`config.mk`:
```
export PLATFORM = sky130hd
export DESIGN_NAME = tick_scheduler
export DESIGN_NICKNAME = d
export VERILOG_FILES = /design/src/rtl/tick_sched_pkg.sv /design/src/rtl/tick_channel.sv /design/src/rtl/tick_scheduler.sv
export SDC_FILE = /design/constraint.sdc
export NUM_CORES = 1
export LEC_CHECK = 0
export BUFFER_PORTS_ARGS = -buffer_cell sky130_fd_sc_hd__buf_2
export CORE_MARGIN = 3
export CORE_UTILIZATION = 35
export CTS_BUF_LIST = sky130_fd_sc_hd__clkbuf_4 sky130_fd_sc_hd__clkbuf_8
export DETAILED_ROUTE_END_ITERATION = 8
export PLACE_DENSITY = 0.55
export SLEW_MARGIN = 10
export SYNTH_ARGS = -nofsm -noshare
export SYNTH_HDL_FRONTEND = slang
export SYNTH_HIERARCHICAL = 1
export SYNTH_SLANG_ARGS = --single-unit
```
`constraint.sdc`:
```
create_clock -name clk -period 4.2 [get_ports clk]
set_input_delay 0.63 -clock clk [delete_from_list [all_inputs] [get_ports clk]]
set_output_delay 0.63 -clock clk [all_outputs]
set_load 0.005 [all_outputs]
```
`src/rtl/tick_sched_pkg.sv`:
```
// ----------------------------------------------------------------------------
// tick_sched_pkg
// Shared types and constants for the pong timebase controller.
//   ch_state_t              : per-channel FSM state (CH_IDLE / CH_RUN)
//   DEF_CLK_DIV/NCH/CW      : default prescaler divide, channel count, width
//   CH_PADDLE..CH_SPARE     : channel index assigned to each game consumer
// Optional feature macro used by tick_scheduler: TICK_SCHED_PAUSE_EN
// ----------------------------------------------------------------------------
package tick_sched_pkg;

    typedef enum logic {
        CH_IDLE = 1'b0,
        CH_RUN  = 1'b1
    } ch_state_t;

    localparam int DEF_CLK_DIV = 100000;
    localparam int DEF_NCH     = 4;
    localparam int DEF_CW      = 16;

    // Channel allocation for the game consumers.
    localparam int CH_PADDLE = 0;  // paddle switch sampling
    localparam int CH_BALL   = 1;  // ball step
    localparam int CH_TIMER  = 2;  // time-mode countdown
    localparam int CH_SPARE  = 3;  // unallocated

endpackage

```
`src/rtl/tick_channel.sv`:
```
// ----------------------------------------------------------------------------
// tick_channel
// One scheduler channel: an IDLE/RUN FSM with a down-counter that divides the
// shared base tick by (reload+1), in periodic or one-shot mode.
// Ports:
//   clk, rst_n      : clock, asynchronous active-low reset
//   start, stop     : 1-cycle strobes; stop has priority over start
//   oneshot, reload : mode and reload, latched only on start
//   base_tick       : shared prescaler pulse (already gated by any pause)
//   tick_out        : registered 1-cycle pulse when the count expires
//   busy            : channel is in CH_RUN
// ----------------------------------------------------------------------------
module tick_channel
    import tick_sched_pkg::*;
#(
    parameter int CW = DEF_CW
) (
    input  logic          clk,
    input  logic          rst_n,
    input  logic          start,
    input  logic          stop,
    input  logic          oneshot,
    input  logic [CW-1:0] reload,
    input  logic          base_tick,
    output logic          tick_out,
    output logic          busy
);

    ch_state_t     state, state_n;
    logic [CW-1:0] cnt, cnt_n;
    logic [CW-1:0] rl_q, rl_n;
    logic          os_q, os_n;
    logic          tick_q, tick_n;

    // NOTE: every register, including the latched reload/mode, is cleared by
    // the asynchronous reset so no channel can come up mid-count.
    always_ff @(posedge clk or negedge rst_n) begin
        if (!rst_n) begin
            state  <= CH_IDLE;
            cnt    <= '0;
            rl_q   <= '0;
            os_q   <= 1'b0;
            tick_q <= 1'b0;
        end else begin
            // NOTE: non-blocking assignments so all state updates see the
            // pre-edge values, independent of statement order.
            state  <= state_n;
            cnt    <= cnt_n;
            rl_q   <= rl_n;
            os_q   <= os_n;
            tick_q <= tick_n;
        end
    end

    always_comb begin
        // NOTE: defaults first so every path assigns every output and no
        // latch is inferred.
        state_n = state;
        cnt_n   = cnt;
        rl_n    = rl_q;
        os_n    = os_q;
        tick_n  = 1'b0;

        if (stop) begin
            // Stop wins over start and suppresses any tick due on this edge.
            state_n = CH_IDLE;
            cnt_n   = '0;
        end else if (start) begin
            // (Re)start discards the pending count and ignores a coincident
            // base tick.
            state_n = CH_RUN;
            cnt_n   = reload;
            rl_n    = reload;
            os_n    = oneshot;
        end else if (state == CH_RUN && base_tick) begin
            if (cnt != '0) begin
                cnt_n = cnt - CW'(1);
            end else begin
                tick_n = 1'b1;
                if (os_q) begin
                    state_n = CH_IDLE;
                end else begin
                    cnt_n = rl_q;
                end
            end
        end
    end

    assign tick_out = tick_q;
    assign busy     = (state == CH_RUN);

endmodule

```
`src/rtl/tick_scheduler.sv`:
```
// ----------------------------------------------------------------------------
// tick_scheduler
// Shared timebase for the pong game: one prescaler emits base_tick every
// CLK_DIV+1 clocks and NCH tick_channel instances subdivide it.
// Ports:
//   clk, rst_n : clock, asynchronous active-low reset
//   start      : [NCH] per-channel start/restart strobe
//   stop       : [NCH] per-channel stop strobe
//   oneshot    : [NCH] mode sampled with start (1 = one-shot)
//   reload     : [NCH*CW] channel i reload in bits [i*CW +: CW]
//   pause      : global freeze, honoured only with TICK_SCHED_PAUSE_EN
//   base_tick  : prescaler pulse
//   tick_out   : [NCH] per-channel registered pulse
//   busy       : [NCH] channel running
// Macro: TICK_SCHED_PAUSE_EN -- when defined, pause holds the prescaler,
// masks base_tick and thereby freezes all channel counters.
// ----------------------------------------------------------------------------
module tick_scheduler
    import tick_sched_pkg::*;
#(
    parameter int CLK_DIV = DEF_CLK_DIV,
    parameter int NCH     = DEF_NCH,
    parameter int CW      = DEF_CW
) (
    input  logic              clk,
    input  logic              rst_n,
    input  logic [NCH-1:0]    start,
    input  logic [NCH-1:0]    stop,
    input  logic [NCH-1:0]    oneshot,
    input  logic [NCH*CW-1:0] reload,
    input  logic              pause,
    output logic              base_tick,
    output logic [NCH-1:0]    tick_out,
    output logic [NCH-1:0]    busy
);

    localparam int            PW      = (CLK_DIV < 1) ? 1 : $clog2(CLK_DIV + 1);
    localparam logic [PW-1:0] DIV_MAX = PW'(CLK_DIV);

    logic [PW-1:0] presc;
    logic          base_q;
    logic          hold;

`ifdef TICK_SCHED_PAUSE_EN
    assign hold = pause;
`else
    logic unused_pause;
    assign hold         = 1'b0;
    assign unused_pause = pause;
`endif

    // While held, base_q keeps its value too, so a pulse that was due when
    // pause rose is delivered on release rather than lost.
    always_ff @(posedge clk or negedge rst_n) begin
        if (!rst_n) begin
            presc  <= '0;
            base_q <= 1'b0;
        end else if (!hold) begin
            presc  <= (presc == DIV_MAX) ? '0 : presc + PW'(1);
            base_q <= (presc == DIV_MAX);
        end
    end

    assign base_tick = base_q & ~hold;

    for (genvar i = 0; i < NCH; i++) begin : g_ch
        tick_channel #(
            .CW(CW)
        ) u_ch (
            .clk       (clk),
            .rst_n     (rst_n),
            .start     (start[i]),
            .stop      (stop[i]),
            .oneshot   (oneshot[i]),
            .reload    (reload[i*CW +: CW]),
            .base_tick (base_tick),
            .tick_out  (tick_out[i]),
            .busy      (busy[i])
        );
    end

endmodule
```
## After elaboration in Yosys (flattened, before gate mapping)

Cells that the tools add are included.

| word-level totals | value |
|---|---|
| bits in writable memories | 0 |
| memories kept | 0 |
| bits in read-only memories | 0 |
| latch bits | 0 |
| output and inout bits | 9 |
| bits in registers | 158 |

| operators by class | value |
|---|---|
| div/mod/pow operators | 0 |
| $add $sub $neg | 5 |
| shift operators | 0 |
| magnitude comparators | 0 |
| reduce and logical (&&, ||, !) cells | 28 |
| equal/unequal tests | 9 |
| muxes and demuxes | 57 |
| bitwise logic cells | 4 |
| $mul | 0 |

Operators by type and width:

| kind | number |
|---|---|
| $mux 16 | 20 |
| $reduce_bool 16->1 | 4 |
| $sub 16x1->16 const B | 4 |
| $mux 1 | 36 |
| $reduce_bool 3->1 | 8 |
| $add 17x1->17 const B | 1 |
| $eq 17x17->1 const B | 1 |
| $mux 17 | 1 |
| $ne 4x4->1 const B | 4 |
| $reduce_and 2->1 | 8 |
| $ne 3x3->1 const B | 4 |
| $reduce_and 3->1 | 4 |
| $logic_and 1x1->1 | 4 |
| $not 1->1 | 4 |

## Logic depth before layout (Yosys ltp)

Gate-level depths: netlist (run 1).

| logic depth | value |
|---|---|
| depth in word-level cells | 5 |
| depth in mapped cells | 8 |
| depth with buffers taken out | 7 |

## Modules after synthesis

The synthesis (run 1) kept the hierarchy.

By module, submodules not included:

| module | area each (um2) | cells an instance | times used |
|---|---|---|---|
| tick_channel | 2021.9 | 236 | 4 |
| tick_scheduler | 865.8 | 82 | 1 |

## Least setup slack after synthesis (run 1)

OpenSTA, ideal clock, no wires.

| timing | value |
|---|---|
| path kind | register to register |
| from | reg g_ch[0].u_ch.cnt[0] |
| to | reg g_ch[0].u_ch.cnt[10] |
| arrival | 1.911 ns |
| path buffers | 1 |
| clock period less this slack | 2.033 ns |
| slack | 2.167 ns |
| required time | 4.078 ns |
| cell stages (with the launch flop) | 9 |
| cells stage by stage | dfrtp_1 -> inv_1 -> ha_1 -> or3b_2 -> clkbuf_1 -> nor4_1 -> xnor2_1 -> nand2_1 -> a32o_1 |

| between the ends | value |
|---|---|
| cells in the longest elaborated chain, start to end | 5 |
| elaborated cells on any way between the ends | 8 |
| classes of those cells | add/sub: 1; eq/ne: 1; mux: 4; reduce/logical: 2 |

Ends and longest elaborated chain:

| item | line | source |
|---|---|---|
| from (decl) | tick_channel.sv:30 | `logic [CW-1:0] cnt, cnt_n;` |
| from (signal assigned) | tick_channel.sv:48 | `cnt <= cnt_n;` |
| $sub 16x1->16 or $reduce_bool 16->1 (tied branches) | tick_channel.sv:77, tick_channel.sv:76 |  |
| $mux 16 | tick_channel.sv:76 | `if (cnt != '0) begin` |
| $mux 16 | tick_channel.sv:75 | `end else if (state == CH_RUN && base_tick) begin` |
| $mux 16 | tick_channel.sv:68 | `end else if (start) begin` |
| $mux 16 | tick_channel.sv:64 | `if (stop) begin` |

Several ways; a longest one is shown, not always the timed one. The select of a mux whose other input is x is not followed.
A chain may end at the register's enable or synchronous reset.

## Final worst setup path (run 1)

| timing | value |
|---|---|
| from | reg g_ch[2].u_ch.cnt[0] |
| to | reg g_ch[2].u_ch.cnt[15] |

| between the ends | value |
|---|---|
| cells in the longest elaborated chain, start to end | 5 |
| elaborated cells on any way between the ends | 8 |
| classes of those cells | add/sub: 1; eq/ne: 1; mux: 4; reduce/logical: 2 |

Ends and longest elaborated chain:

| item | line |
|---|---|
| from (decl) | tick_channel.sv:30 |
| from (signal assigned) | tick_channel.sv:48 |
| $sub 16x1->16 or $reduce_bool 16->1 (tied branches) | tick_channel.sv:77, tick_channel.sv:76 |
| $mux 16 | tick_channel.sv:76 |
| $mux 16 | tick_channel.sv:75 |
| $mux 16 | tick_channel.sv:68 |
| $mux 16 | tick_channel.sv:64 |

Several ways; a longest one is shown, not always the timed one. The select of a mux whose other input is x is not followed.

==> key figures, run 1 <==
STA
  • Worst Tran Pin Value: 809 ps
  • Fin worst setup slack: 1460 ps
  • Relative slew slack: 0.461
  • RSZ-0062 raised after global routing: no
  • Layout Skew: 17.7 ps
  • Fmax achieved: 365 MHz
  • Fin. max-slew vios: 0
  • Final period util: 0.653
  • Final Hold Viols: 0
  • Min Tclk post-route: 2740 ps
  • Fin Setup TNS: 0 ps
  • Setup-failing EPs final: 0

Yosys
  • Seq/Total Area, Yosys: 0.442
  • Ys async rst share: 1.00
  • YS warnings: 6
  • Top cells by area, synth: dfrtp_1, nand2_1, nor2_1
  • Complex-gate fraction of the synthesized area: 0.155
  • Adder-Cell Fraction of Synth Area: 0.0140
  • Ys flop type: dfrtp_1
  • Simple-Gate Fraction of Synth Area: 0.291
  • Gate count of the mapped netlist: 1,026
  • Syn avg cell area: 8.73 um^2
  • Top cell type's share of synthesized area: 0.442
  • Main combinational cell family by area after synthesis: simple AND/OR/NAND/NOR gates
  • Mux cell area share after synthesis: 0.0224
  • FF+latch count, synth: 158
  • XOR/XNOR Fraction of Synth Area: 0.0381
  • Yosys top cell by area: dfrtp_1
  • Synthesized area: 8950 um^2
  • Synth Net Count: 1,115
  • Post-synth EDFFs: 0
  • Yosys cell types: 51

Floorplanning
  • Initial core utilization: 0.362
  • Die Height: 166 um
  • # IOs: 88
  • Die W: 166 um
  • CORE AREA: 24,700 um^2
  • Overall die area: 27,500 um^2
  • Rows: 57

Pwr
  • Clock share of power: 0.323
  • Sw Ratio: 0.315
  • Pwr per Cell Area: 390 nW/um^2
  • Internal Power: 0.00268 W
  • Combinational share of power: 0.206
  • LEAKAGE: 4.73 nW
  • Register share of total power: 0.471
  • Sw Pwr: 0.00123 W
  • Max rail drop VDD: 0.139 mV

Place
  • Dpl hpwl: 16.1 mm
  • Routability cong.: 0.839
  • Worst slack at placement: 1310 ps
  • # port buffers: 86

Critical path
  • Critical path's largest stage delay: 530 ps
  • Crit path max fanout: 16
  • Reg2Reg Setup Slack: 1460 ps
  • Slowest CP cell: a22o_1
  • Worst EP required: 4550 ps
  • Worst Setup SP: g_ch[2].u_ch/cnt[0]$_DFFE_PN0P_
  • Critical R2R Launch: g_ch[2].u_ch/cnt[0]$_DFFE_PN0P_
  • Critical path type: reg2reg
  • CP startpoint kind: flip-flop
  • CP cell instances: inv_1 > ha_1 > nor3b_1 > and3_1 > a22o_1 > nor2_1 > a221o_1
  • Critical Path AT: 3090 ps
  • Worst path bufs/invs: 1
  • Crit-path leading delay family: simple AND/OR/NAND/NOR gates
  • Setup crit end kind: flip-flop

Layout
  • Share of layout cells above drive strength 1: 0.147
  • Diode count: 0
  • Nets@finish: 1,170
  • Synthesis-to-finish area growth: 12.1%

CTS
  • Post-CTS sizing: 0
  • CTS tree: yes
  • Clock transition at path regs: 100 ps
  • CTS root buffer: clkbuf_8
  • TritonCTS Sinks: 158
  • H-Tree Depth: 4
  • Hold_buf cts: 0
  • Bufs on Longest Clock Path: 2
  • Later-pin clock latency in the skew report: 450 ps
  • Inserted Clock Buffers: 17
  • Post-CTS Setup Repair Bufs: 0

Route
  • WL final: 23.1 mm
  • 1st-iter DRT viols: 505
  • Wire length per cell: 16.3 um
  • Antenna Violating Nets Remaining: 0
  • Remaining DRCs: 0
  • Vias per cell: 5.29
  • First-pass detailed-route iteration total: 5
  • Vias: 7,506

Min path
  • Worst hold path type: in2async

GRT
  • Vias in the first global route: 7,394
  • Initial antenna violation count: 0
  • Tot GR Track Use: 0.170
  • Total congestion overflow: 0
  • First-pass GRT wire length: 39.1 mm
  • Largest net degree at the start of global routing: 84

Run
  • Number of max-cap violations: 0

Outcome
  • Outcome: complete, no violations
## stage by stage
step                      power (W)  hold slack (ps)  std cells  utilization  instance area [um^2]
after floorplan             0.00245              334       1026            -                  8950
after global routing        0.00417              265       1418        0.405                 10000
after CTS                   0.00397              248       1418        0.405                 10000
after global placement      0.00267              459       1386        0.388                  9600
after detailed placement    0.00268              463       1386        0.388                  9600
final                       0.00391              226       1418        0.405                 10000
## power by group through the flow
stage          clock network (W)  logic (W)  registers (W)
4_1_cts                  0.00132   0.000814        0.00184
2_1_floorplan                  0   0.000628        0.00182
5_1_grt                  0.00138   0.000922        0.00187
3_3_place_gp                   0   0.000799        0.00187
6_report                 0.00126   0.000807        0.00184
3_5_place_dp                   0   0.000812        0.00187
## final timing paths
path                                                     end  cells past startpoint
min reg2reg                g_ch[1].u_ch/rl_q[13]$_DFFE_PN0P_                      2
max                         g_ch[2].u_ch/cnt[15]$_DFFE_PN0P_                      7
max in group asynchronous    g_ch[2].u_ch/cnt[7]$_DFFE_PN0P_                      2
min in group clk               g_ch[3].u_ch/os_q$_DFFE_PN0P_                      3
max reg2reg                 g_ch[2].u_ch/cnt[15]$_DFFE_PN0P_                      7
min                          g_ch[1].u_ch/cnt[5]$_DFFE_PN0P_                      1
## layout make-up
| class | instances | area, um^2 |
|---|---|---|
| well taps | 324 | 405 |
| clock buffers | 19 | 249 |
| flip-flops and latches | 158 | 3950 |
| repair buffers | 93 | 502 |
| inverters | 20 | 75.1 |
| fillers | 2529 | 14700 |
| multi-input cells | 791 | 4660 |
| clock inverters | 13 | 190 |
## routing by layer
| metal | global-route usage | share of wire | vias to the layer above |
|---|---|---|---|
| met5 | 0 | 0 | - |
| met4 | 0.0373 | 0.011 | 0 |
| met3 | 0.0355 | 0.038 | 20 |
| li1 | - | - | 3749 |
| met2 | 0.266 | 0.45 | 137 |
| met1 | 0.243 | 0.50 | 3600 |
## logic make-up (layout without fill, tap and decap cells)
kind of cell,count (synthesis),count (layout)
buffers and inverters,77,145
DFF,158,158
adders and majority gates,10,10
and+or+nand+nor,527,527
AOI/OAI and AO/OA,195,195
xor gates and xnor gates,39,39
muxes,20,20
## flip-flops by register name (all words and copies together), names as in the netlist
| register | cells |
|---|---|
| base_tick | 1 |
| presc | 17 |
| g_ch.u_ch/cnt | 64 |
| g_ch.u_ch/rl_q | 64 |
| g_ch.u_ch/os_q | 4 |
| g_ch.u_ch/busy | 4 |
| g_ch.u_ch/tick_out | 4 |
## synthesized netlist by cell type, types with 9 or more instances
| master | n |
|---|---|
| clkbuf_1 | 36 |
| or3_1 | 12 |
| nor2_1 | 70 |
| nor2b_1 | 25 |
| nor4_1 | 26 |
| a31oi_1 | 12 |
| dfrtp_1 | 158 |
| nand3_1 | 15 |
| a22o_1 | 16 |
| nor3_1 | 41 |
| buf_2 | 17 |
| a32o_1 | 16 |
| inv_1 | 20 |
| nand2_1 | 243 |
| a21oi_1 | 35 |
| ha_1 | 10 |
| and4_1 | 9 |
| xor2_1 | 21 |
| mux2i_1 | 20 |
| o21ai_0 | 52 |
| xnor2_1 | 18 |
| nand2b_1 | 16 |
## placed cells by master, fill, tap and decap left out, types with 5 or more instances in the layout
cell      instances
a211o_1           8
a21boi_0          8
a21oi_1          35
a22o_1           16
a31oi_1          12
a32o_1           16
and2_1            6
and3_1            5
and4_1            9
buf_2            85
buf_4             6
clkbuf_8         17
dfrtp_1         158
ha_1             10
inv_1            20
mux2i_1          20
nand2_1         243
nand2b_1         16
nand3_1          15
nand4_1           7
nor2_1           70
nor2b_1          25
nor3_1           41
nor3b_1           8
nor4_1           26
nor4_2            8
nor4b_1           5
o21ai_0          52
o31ai_1           8
or2_2             8
or3_1            12
or4_1             8
or4_4             5
xnor2_1          18
xor2_1           21
Note: power is estimated with default switching activity, not from simulation.
==> inputs of run 2 (changes only) <==
Settings changed: PLACE_DENSITY 0.55 to 0.57.
Clock period 4.2 ns to 2.4 ns, I/O delays scaled along.
==> key figures, run 2 (synthesis results as in run 1) <==
Floorplanning
  • CORE AREA: 24,700 um^2
  • # IOs: 88
  • Rows: 57
  • Overall die area: 27,500 um^2
  • Die W: 166 um
  • Initial core utilization: 0.362
  • Die Height: 166 um

Route
  • Vias: 7,726
  • Wire length per cell: 16.0 um
  • Vias per cell: 5.30
  • First-pass detailed-route iteration total: 5
  • Remaining DRCs: 0
  • WL final: 23.2 mm
  • 1st-iter DRT viols: 426
  • Antenna Violating Nets Remaining: 0

Critical path
  • Critical path's largest stage delay: 460 ps
  • Reg2Reg Setup Slack: 130 ps
  • Critical path type: reg2reg
  • Slowest CP cell: nor4_2
  • Crit-path leading delay family: simple AND/OR/NAND/NOR gates
  • Critical Path AT: 2620 ps
  • Worst path bufs/invs: 0
  • Setup crit end kind: flip-flop
  • CP cell instances: nor4_2 > and4_1 > a22o_1 > nor2_1 > a221o_1
  • CP startpoint kind: flip-flop
  • Crit path max fanout: 7
  • Worst EP required: 2750 ps

Layout
  • Share of layout cells above drive strength 1: 0.177
  • Synthesis-to-finish area growth: 15.7%
  • Leading cell type in the layout, fill and taps excluded: nand2_1
  • Nets@finish: 1,209
  • Top Registers: g_ch.u_ch/cnt x64, g_ch.u_ch/rl_q x64, presc x17
  • Area of the multi-input gates: 4660 um^2
  • Most frequent cells in the layout: nand2_1, dfrtp_1, buf_2
  • Fillers: 2,526
  • Diode count: 0
  • Register Area: 3950 um^2

CTS
  • Bufs on Longest Clock Path: 2
  • Later-pin clock latency in the skew report: 460 ps
  • CTS tree: yes
  • Post-CTS Setup Repair Bufs: 0
  • Inserted Clock Buffers: 17
  • H-Tree Depth: 4
  • TritonCTS Sinks: 158
  • CTS root buffer: clkbuf_8
  • Clock transition at path regs: 110 ps

STA
  • Min Tclk post-route: 2270 ps
  • Fmax achieved: 440 MHz
  • Setup-failing EPs final: 0
  • Final period util: 0.946
  • Fin. max-slew vios: 0
  • Final Hold Viols: 0
  • RSZ-0062 raised after global routing: no
  • Fin Setup TNS: 0 ps
  • Relative slew slack: 0.512
  • Worst Tran Pin Value: 732 ps
  • Layout Skew: 27.1 ps

GRT
  • Total congestion overflow: 0
  • Tot GR Track Use: 0.169
  • Vias in the first global route: 7,801
  • Largest net degree at the start of global routing: 58
  • Initial antenna violation count: 0
  • First-pass GRT wire length: 39.1 mm

Min path
  • Worst hold path type: in2reg

Pwr
  • Max rail drop VDD: 0.391 mV
  • LEAKAGE: 4.93 nW
  • Pwr per Cell Area: 673 nW/um^2
  • Power Total: 0.00697 W

Place
  • # port buffers: 86
  • Routability cong.: 0.870
  • Dpl hpwl: 16.5 mm

Outcome
  • Outcome: complete, no violations

Run
  • Number of max-cap violations: 0
[run 2: final timing paths]
path,start,end,cells after the start
setup reg to reg,g_ch[3].u_ch/cnt[11]$_DFFE_PN0P_,g_ch[3].u_ch/cnt[15]$_DFFE_PN0P_,5
max in group asynchronous,rst_n,g_ch[2].u_ch/cnt[14]$_DFFE_PN0P_,3
hold / removal,reload[22],g_ch[1].u_ch/rl_q[6]$_DFFE_PN0P_,3
setup / recovery,g_ch[3].u_ch/cnt[11]$_DFFE_PN0P_,g_ch[3].u_ch/cnt[15]$_DFFE_PN0P_,5
hold reg to reg,g_ch[2].u_ch/rl_q[10]$_DFFE_PN0P_,g_ch[2].u_ch/rl_q[10]$_DFFE_PN0P_,2
min in group asynchronous,rst_n,g_ch[3].u_ch/rl_q[11]$_DFFE_PN0P_,2
[run 2: power breakdown]
part | total (W) | switching [W] | internal (W)
clock | 0.00226 | 0.00106 | 0.00119
combinational | 0.00147 | 0.000822 | 0.000651
sequential | 0.00324 | 0.000299 | 0.00294
total | 0.00697 | 0.00218 | 0.00478
[run 2: timing repair]
| action | CTS | global route |
|---|---|---|
| hold buffers | 1 | 0 |
| endpoints found under the hold margin | 52 | 0 |
| resized for setup | 0 | 2 |
| setup endpoints to repair | 0 | 3 |
[run 2: layout make-up]
cell class | instances | share of cell area
Clock buffer | 20 | 0.0254
Inverter | 20 | 0.00725
Multi-Input combinational cell | 791 | 0.450
Tap cell | 324 | 0.0391
Clock inverter | 12 | 0.0180
Timing Repair Buffer | 132 | 0.0782
Sequential cell | 158 | 0.382
[run 2: stage by stage]
| step | util | setup WS (ps) | hold WS [ps] | std cells | cell area [um^2] |
|---|---|---|---|---|---|
| floorplan | - | 367 | 64.4 | 1026 | 8950 |
| CTS | 0.418 | 73.8 | 61.9 | 1457 | 10400 |
| global route | 0.418 | 3.46 | 74.4 | 1457 | 10400 |
| detailed placement | 0.400 | 120 | 381 | 1424 | 9890 |
| finish | 0.418 | 130 | 96.1 | 1457 | 10400 |
| global placement | 0.400 | 190 | 386 | 1424 | 9890 |
[run 2: layer usage]
layer	vias to the layer above	track usage	routed length (um)
met3	18	0.0326	919
li1	3820	-	-
met4	0	0.0373	218
met5	-	0	0
met2	164	0.283	11100
met1	3724	0.229	11000
[run 2: worst register-to-register path: cells and delay by family, from the launching register on]
family | cells | cell delay, ps
AO/OA/AOI/OAI | 2 | 670
flip-flops | 1 | 440
AND/OR/NAND/NOR | 3 | 1050
==> inputs of run 3 (changes only) <==
Settings changed: PLACE_DENSITY 0.57 to 0.55.
Clock period 2.4 ns to 2.8 ns, I/O delays scaled along.
==> key figures, run 3 (synthesis results as in run 1) <==
Route
  • Vias per cell: 5.31
  • Antenna Violating Nets Remaining: 0
  • 1st-iter DRT viols: 401
  • Wire length per cell: 16.3 um
  • Remaining DRCs: 0
  • Vias: 7,662
  • WL final: 23.5 mm
  • First-pass detailed-route iteration total: 5

CTS
  • Inserted Clock Buffers: 17
  • TritonCTS Sinks: 158
  • H-Tree Depth: 4
  • CTS root buffer: clkbuf_8
  • CTS tree: yes
  • Bufs on Longest Clock Path: 2
  • Later-pin clock latency in the skew report: 440 ps
  • Clock transition at path regs: 90 ps

GRT
  • Vias in the first global route: 7,600
  • First-pass GRT wire length: 39.8 mm
  • Largest net degree at the start of global routing: 63
  • Tot GR Track Use: 0.173
  • Total congestion overflow: 0
  • Initial antenna violation count: 1

Layout
  • Most frequent cells in the layout: nand2_1, dfrtp_1, buf_2
  • Post-layout util: 0.411
  • Synthesis-to-finish area growth: 13.7%
  • Fillers: 2,513
  • Share of layout cells above drive strength 1: 0.165
  • Nets@finish: 1,196
  • Fin cells: 1,443
  • Leading cell type in the layout, fill and taps excluded: nand2_1
  • Area of the multi-input gates: 4660 um^2
  • Top Registers: g_ch.u_ch/cnt x64, g_ch.u_ch/rl_q x64, presc x17
  • Diode count: 0
  • Register Area: 3950 um^2

Pwr
  • Internal Power: 0.00390 W
  • Clock share of power: 0.299
  • Pwr per Cell Area: 564 nW/um^2
  • Max rail drop VDD: 0.310 mV
  • LEAKAGE: 4.82 nW
  • Combinational share of power: 0.218
  • Sw Pwr: 0.00184 W
  • Register share of total power: 0.483
  • Sw Ratio: 0.320

Place
  • Worst slack at placement: 483 ps
  • # port buffers: 86
  • Number of instances in the placed design: 1,411
  • Dpl hpwl: 16.8 mm
  • Routability cong.: 0.839

Floorplanning
  • Rows: 57
  • # IOs: 88
  • Die W: 166 um
  • CORE AREA: 24,700 um^2
  • Overall die area: 27,500 um^2
  • Initial core utilization: 0.362
  • Die Height: 166 um

STA
  • Fin. max-slew vios: 0
  • Final period util: 0.849
  • Relative slew slack: 0.490
  • Fin worst setup slack: 424 ps
  • Setup-failing EPs final: 0
  • Final Hold Viols: 0
  • RSZ-0062 raised after global routing: no
  • Fmax achieved: 421 MHz
  • Worst Tran Pin Value: 765 ps
  • Min Tclk post-route: 2380 ps
  • Fin Setup TNS: 0 ps
  • Layout Skew: 20.7 ps

Critical path
  • Critical R2R Launch: g_ch[3].u_ch/cnt[11]$_DFFE_PN0P_
  • Reg-to-reg endpoint: g_ch[3].u_ch/cnt[15]$_DFFE_PN0P_
  • Reg2Reg Setup Slack: 420 ps
  • Critical path type: reg2reg
  • R2R depth: 5
  • Worst EP required: 3130 ps
  • Crit path max fanout: 11
  • Setup crit end kind: flip-flop
  • Critical Path AT: 2700 ps
  • CP startpoint kind: flip-flop

Min path
  • Worst hold path depth: 3
  • Hold Path End: g_ch[3].u_ch/os_q$_DFFE_PN0P_
  • Hold_sp: oneshot[3]
  • Worst hold path type: in2reg

Outcome
  • Outcome: complete, no violations

Run
  • Number of max-cap violations: 0
run 3: power groups by stage:
stage / clock network [W] / registers [W] / logic, W
6_report: 0.00172 / 0.00277 / 0.00125
5_1_grt: 0.00187 / 0.00281 / 0.00143
4_1_cts: 0.00178 / 0.00277 / 0.00127
3_5_place_dp: 0 / 0.00281 / 0.00126
3_3_place_gp: 0 / 0.00280 / 0.00124
2_1_floorplan: 0 / 0.00273 / 0.000943
run 3: what timing repair did:
item,CTS,global route
gates resized for setup,0,0
hold endpoints to repair,58,0
setup buffers,0,0
hold buffers,1,0
run 3: metal layers:
layer | wire length [um] | GRT usage
met4 | 188 | 0.0354
met5 | 0 | 0
met1 | 11800 | 0.251
met2 | 10600 | 0.268
met3 | 958 | 0.0381
run 3: how the worst max path moves through the flow:
stage                                      from  cells past startpoint                               end  slack [ps]
3_5_place_dp   g_ch[3].u_ch/cnt[11]$_DFFE_PN0P_                      5  g_ch[3].u_ch/cnt[15]$_DFFE_PN0P_         480
6_report       g_ch[3].u_ch/cnt[11]$_DFFE_PN0P_                      5  g_ch[3].u_ch/cnt[15]$_DFFE_PN0P_         420
3_3_place_gp   g_ch[3].u_ch/cnt[11]$_DFFE_PN0P_                      5  g_ch[3].u_ch/cnt[15]$_DFFE_PN0P_         510
2_1_floorplan   g_ch[0].u_ch/cnt[0]$_DFFE_PN0P_                      8  g_ch[0].u_ch/cnt[12]$_DFFE_PN0P_         770
5_1_grt        g_ch[3].u_ch/cnt[11]$_DFFE_PN0P_                      5  g_ch[3].u_ch/cnt[15]$_DFFE_PN0P_         180
4_1_cts        g_ch[3].u_ch/cnt[11]$_DFFE_PN0P_                      5  g_ch[3].u_ch/cnt[15]$_DFFE_PN0P_         450
run 3: layout make-up:
type | instances | area share
Inverter | 20 | 0.00737
Clock inverter | 10 | 0.0114
Clock buffer | 21 | 0.0265
Tap cell | 324 | 0.0398
Timing Repair Buffer | 119 | 0.0687
Multi-Input combinational cell | 791 | 0.458
Sequential cell | 158 | 0.388
run 3: worst max-delay path, cell delays in order (launching register included):
cell and delay [ps]:
dfrtp_1 440, nor4_2 450, and4_1 410, a22o_1 420
nor2_1 200, a221o_1 340
run 3: metrics by stage:
step                      hold WS, ps  area (um^2)  total power (W)
after floorplan                   124         8950          0.00367
after global placement            459         9780          0.00404
after detailed placement          460         9780          0.00407
after CTS                         133        10200          0.00581
after global routing              141        10200          0.00611
final                             168        10200          0.00574
